--- src/rtl/arb_mux.sv ---
// ---------------------------------------------------------------------------
// ArbMux (module arb_mux)
// Registered N-channel stream multiplexer with a built-in arbiter. Several
// producers offer words over valid/ready handshakes; the arbiter picks one
// (round-robin or fixed lowest-index priority) and the chosen word is captured
// in a one-entry output register that the consumer drains with i_out_ready.
//
// Ports
//   i_clk        clock, all state changes on the rising edge
//   i_reset      synchronous active-high reset
//   i_prio_mode  0 = round-robin, 1 = fixed priority (lowest index wins)
//   i_in_valid   per-channel valid
//   i_in_data    channel i occupies bits [i*WIDTH +: WIDTH]
//   o_in_ready   per-channel accept strobe, at most one bit high
//   o_out_valid  output register holds a word
//   o_out_data   held word
//   o_out_sel    index of the channel that produced o_out_data
//   i_out_ready  consumer takes the held word this cycle
// ---------------------------------------------------------------------------
module arb_mux #(
   parameter int WIDTH    = 16,
   parameter int CHANNELS = 4,
   localparam int SEL_W   = (CHANNELS > 1) ? $clog2(CHANNELS) : 1
) (
   input  logic                      i_clk,
   input  logic                      i_reset,
   input  logic                      i_prio_mode,
   input  logic [CHANNELS-1:0]       i_in_valid,
   input  logic [CHANNELS*WIDTH-1:0] i_in_data,
   output logic [CHANNELS-1:0]       o_in_ready,
   output logic                      o_out_valid,
   output logic [WIDTH-1:0]          o_out_data,
   output logic [SEL_W-1:0]          o_out_sel,
   input  logic                      i_out_ready
);

   logic               r_outValid;
   logic [WIDTH-1:0]   r_outData;
   logic [SEL_W-1:0]   r_outSel;
   logic [SEL_W-1:0]   r_last;

   logic               w_load;
   logic               w_anyValid;
   logic [SEL_W-1:0]   w_grantIdx;
   logic [WIDTH-1:0]   w_grantData;
   logic [CHANNELS-1:0] w_inReady;
   logic [WIDTH-1:0]   w_chanData [CHANNELS];

   // Unpack the flat data bus so channels can be picked by index
   for (genvar g = 0; g < CHANNELS; g++) begin : gUnpack
      assign w_chanData[g] = i_in_data[g*WIDTH +: WIDTH];
   end

   // The register may take a new word when empty or being drained this cycle
   assign w_load = !r_outValid || i_out_ready;

   // Arbiter: walk the channels in search order and keep the first valid one.
   // Fixed priority searches 0,1,2,...; round-robin starts just after the
   // last grant and wraps, so the last winner is visited only at the very end.
   always_comb begin
      w_anyValid  = 1'b0;
      w_grantIdx  = '0;
      w_grantData = '0;
      for (int k = 0; k < CHANNELS; k++) begin
         int               candInt;
         logic [SEL_W-1:0] cand;
         if (i_prio_mode)
            candInt = k;
         else
            candInt = (int'(r_last) + 1 + k) % CHANNELS;
         cand = SEL_W'(candInt);
         if (!w_anyValid && i_in_valid[cand]) begin
            w_anyValid  = 1'b1;
            w_grantIdx  = cand;
            w_grantData = w_chanData[cand];
         end
      end
   end

   // Accept strobe: only the winning channel, only when the register can load,
   // and never during a reset cycle so no word is lost to the reset
   always_comb begin
      w_inReady = '0;
      if (!i_reset && w_load && w_anyValid)
         w_inReady[w_grantIdx] = 1'b1;
   end

   assign o_in_ready = w_inReady;

   // Output register and round-robin pointer. The pointer resets to the top
   // index so that channel 0 is first in line after reset.
   always_ff @(posedge i_clk) begin
      if (i_reset) begin
         r_outValid <= 1'b0;
         r_outData  <= '0;
         r_outSel   <= '0;
         r_last     <= SEL_W'(CHANNELS - 1);
      end else if (w_load) begin
         if (w_anyValid) begin
            r_outValid <= 1'b1;
            r_outData  <= w_grantData;
            r_outSel   <= w_grantIdx;
            r_last     <= w_grantIdx;
         end else begin
            r_outValid <= 1'b0;
         end
      end
   end

   assign o_out_valid = r_outValid;
   assign o_out_data  = r_outData;
   assign o_out_sel   = r_outSel;

endmodule
--- config.mk ---
export PLATFORM = sky130hd
export DESIGN_NAME = arb_mux
export DESIGN_NICKNAME = d
export VERILOG_FILES = /design/src/rtl/arb_mux.sv
export SDC_FILE = /design/constraint.sdc
export NUM_CORES = 1
export LEC_CHECK = 0
export CAP_MARGIN = 20
export CORE_MARGIN = 2
export CORE_UTILIZATION = 25
export CTS_CLUSTER_SIZE = 8
export DETAILED_ROUTE_END_ITERATION = 12
export GPL_TIMING_DRIVEN = 1
export PLACE_DENSITY_LB_ADDON = 0.12
export SYNTH_ARGS = -nofsm -noshare
export SYNTH_HDL_FRONTEND = slang
export SYNTH_SLANG_ARGS = --single-unit
--- constraint.sdc ---
create_clock -name i_clk -period 12.73 [get_ports i_clk]
set_clock_uncertainty 0.2 [all_clocks]
set_input_delay 3.819 -clock i_clk [delete_from_list [all_inputs] [get_ports i_clk]]
set_output_delay 3.819 -clock i_clk [all_outputs]
set_load 0.02 [all_outputs]
==> reports/qor.csv <==
metric,value,unit
Crit Path Class,in -> out,
GRT Residual Overflow,0,
Crit path max-delay family,buffers and inverters,
"Hold Violations, Final",0,
most frequent cell after synthesis,mux4_2,
CTS tree,built,
Final Critical Period,11590,ps
outcome,finished clean,
Die Area,0.01358,mm²
total track usage,14.69,%
Remaining DRCs,0,
post-synth top area share,46.25,%
H-tree levels,1,
GR Util met1,19.61,%
CTS buffer count,3,
via count,2870,
vias in the first global route,2935,
critical-path cell list,"clkdlybuf4s50_1, or2_2, buf_4, mux2i_1, mux2_2, o21ba_1, a2bb2oi_1, and3b_1, clkdlybuf4s50_1",
Clock Sinks,21,
synth top area cells,"mux4_2 46%, dfxtp_1 13%, a221o_1 5.1%",
Ant. Diodes,0,
reg2reg path depth,8,
CP bufs+invs,3,
Total Power,479.9,µW
syn avg cell area,11.07,µm²
global route hottest layer,met2,
register area,420.4,µm²
initial core utilization,25.39,%
Worst-Skew Late Latency,250,ps
"Slew Viols, Final",0,
#FFs+latches synth,21,
Fin Hold WS,295.9,ps
Yosys cell types,39,
crit path DAT,7570,ps
gpl congestion,0.7823,
# Post-CTS Setup Buffers,0,
worst hold path depth,2,
TritonRoute pass-1 iters,4,
Final setup viols,0,
PwrDens,111.6,mW/mm²
Final #Nets,430,
met3 Usage GRT,1.972,%
area of the multi-input gates,0.002579,mm²
YS warnings,0,
Mapped Area,0.003166,mm²
# rows,41,
maximum VDD drop,0.00004540,V
Core Box Area,0.01247,mm²
CP max stage cell,clkdlybuf4s50_1,
horizontal die dimension,116.5,µm
Die Y,116.5,µm
"Top FF cell, synth",dfxtp_1,
crit path launch type,input port,
hold bufs inserted after CTS,0,
WL final,9905,µm
Vias/cell,5.425,
hpwl dp,7146,µm
Worst Hold Class,reg -> reg,
crit-path max cell delay,770,ps
CP max FO,35,
post-route ant nets,0,
CTS Root Cell,clkbuf_16,
first-pass GRT wire length,15690,µm
"top cells by count, synth","65 x mux4_2, 38 x nor2_1, 21 x a21oi_1, 21 x dfxtp_1, 18 x nand2_1",
port bufs,94,
"area leader, netlist",mux4_2,
Max Clock Freq,86.27,MHz
Synth Instances,286,
Avg WL per Cell,18.72,µm
largest net degree at the start of global routing,36,
global-route met2 utilization,26.12,%
CP endpoint kind,output pin,
share of layout cells above drive strength 1,27.45,%
design area,0.004302,mm²
sequential area share after synthesis,13.28,%
RSZ-0062 raised after global routing,no,
Post-synth EDFFs,0,
Worst Tran Pin Value,992.1,ps
Worst slew margin,33.70,%
Worst Path Required,8710,ps
setup tns final,0,ps
CP Depth,9,
Area Overhead vs Synth,35.89,%
crit share post-route,91.05,%
Leak,1.388,nW
Post-synth ARST share,0,%
Syn Nets,358,
# IOs,95,
initial antenna violation count,0,
most frequent CP cell,clkdlybuf4s50_1,
drt initial violations,162,
Clock Pin Slew Worst Setup and Hold Paths,60,ps
post-cts sizing count,0,
Max clock buf depth,2,
Fillers,1271,
dpl cell area,0.004208,mm²
Max Cap Viol,0,
## kinds of logic (layout without fill, tap and decap cells)
kind of cell / after synthesis / in the layout / synth area share [%]
buffers and inverters: 35 / 106 / 5.929
DFF: 21 / 21 / 13.28
AOI/OAI and AO/OA: 84 / 84 / 22.17
xor gates and xnor gates: 1 / 1 / 0.2767
and+or+nand+nor: 76 / 76 / 10.79
muxes: 69 / 69 / 47.55
## layer usage
metal  vias to the layer above  routed length (µm)
li1                       1345                   -
met1                      1429                4350
met2                        90                4999
met3                         6                 485
met4                         0                  70
met5                         -                   0
## placed cells by master, fill, tap and decap left out, types with 2 or more instances in the layout
cell	n
a311oi_1	6
mux4_2	65
nor2_2	2
nor3_1	4
nor2b_1	4
mux2i_1	3
clkdlybuf4s50_1	94
a211oi_1	3
o21ai_0	17
clkbuf_16	3
dfxtp_1	21
nor2_1	35
nand3b_1	2
and3b_1	3
a2111oi_4	2
a311oi_2	10
buf_4	7
nor2_4	2
nand2_1	18
or2_2	2
a21oi_1	21
a221o_1	16
## stage by stage
| step | utilization [%] | instances | setup WS [ps] |
|---|---|---|---|
| finish | 34.51 | 529 | 1139 |
| global route | 34.51 | 529 | 803.2 |
| CTS | 34.42 | 528 | 1121 |
| detailed placement | 33.75 | 524 | 1144 |
| global placement | 33.75 | 524 | 1272 |
| floorplan | - | 286 | 2694 |
## cell type report
type / instances / share of cell area, %
Clock buffer: 3 / 1.745
Clock inverter: 1 / 0.1745
Multi-Input combinational cell: 230 / 59.95
Sequential cell: 21 / 9.773
Tap cell: 172 / 5.003
Timing Repair Buffer: 102 / 23.36
## path summary, 6_finish.rpt
kind,slack [ps],start,to
min reg2reg,300,o_out_sel[0],o_out_sel[0]
min,300,o_out_sel[0],o_out_sel[0]
max reg2reg,9170,r_last[0],o_out_data[3]
max,1140,i_prio_mode,o_in_ready[2]
## where the power goes
group	internal (mW)	total (mW)	switching, mW
Combinational	0.162	0.316	0.154
Clock	0.0426	0.0691	0.0265
Sequential	0.0807	0.0950	0.0144
Total	0.285	0.480	0.195
## flip-flops by register name, summed over array words and instances (netlist names)
signal	count
o_out_data	16
o_out_sel	2
r_last	2
o_out_valid	1
## worst reg2reg max path, stage by stage (launching register included)
cell and delay, ps:
dfxtp_1 550, or2_2 210, buf_4 520, mux2i_1 240, mux2_2 470, a2111oi_4 640, buf_6 240, a221o_1 210
a311oi_2 110
No activity file was read; power rests on OpenSTA's default activity.
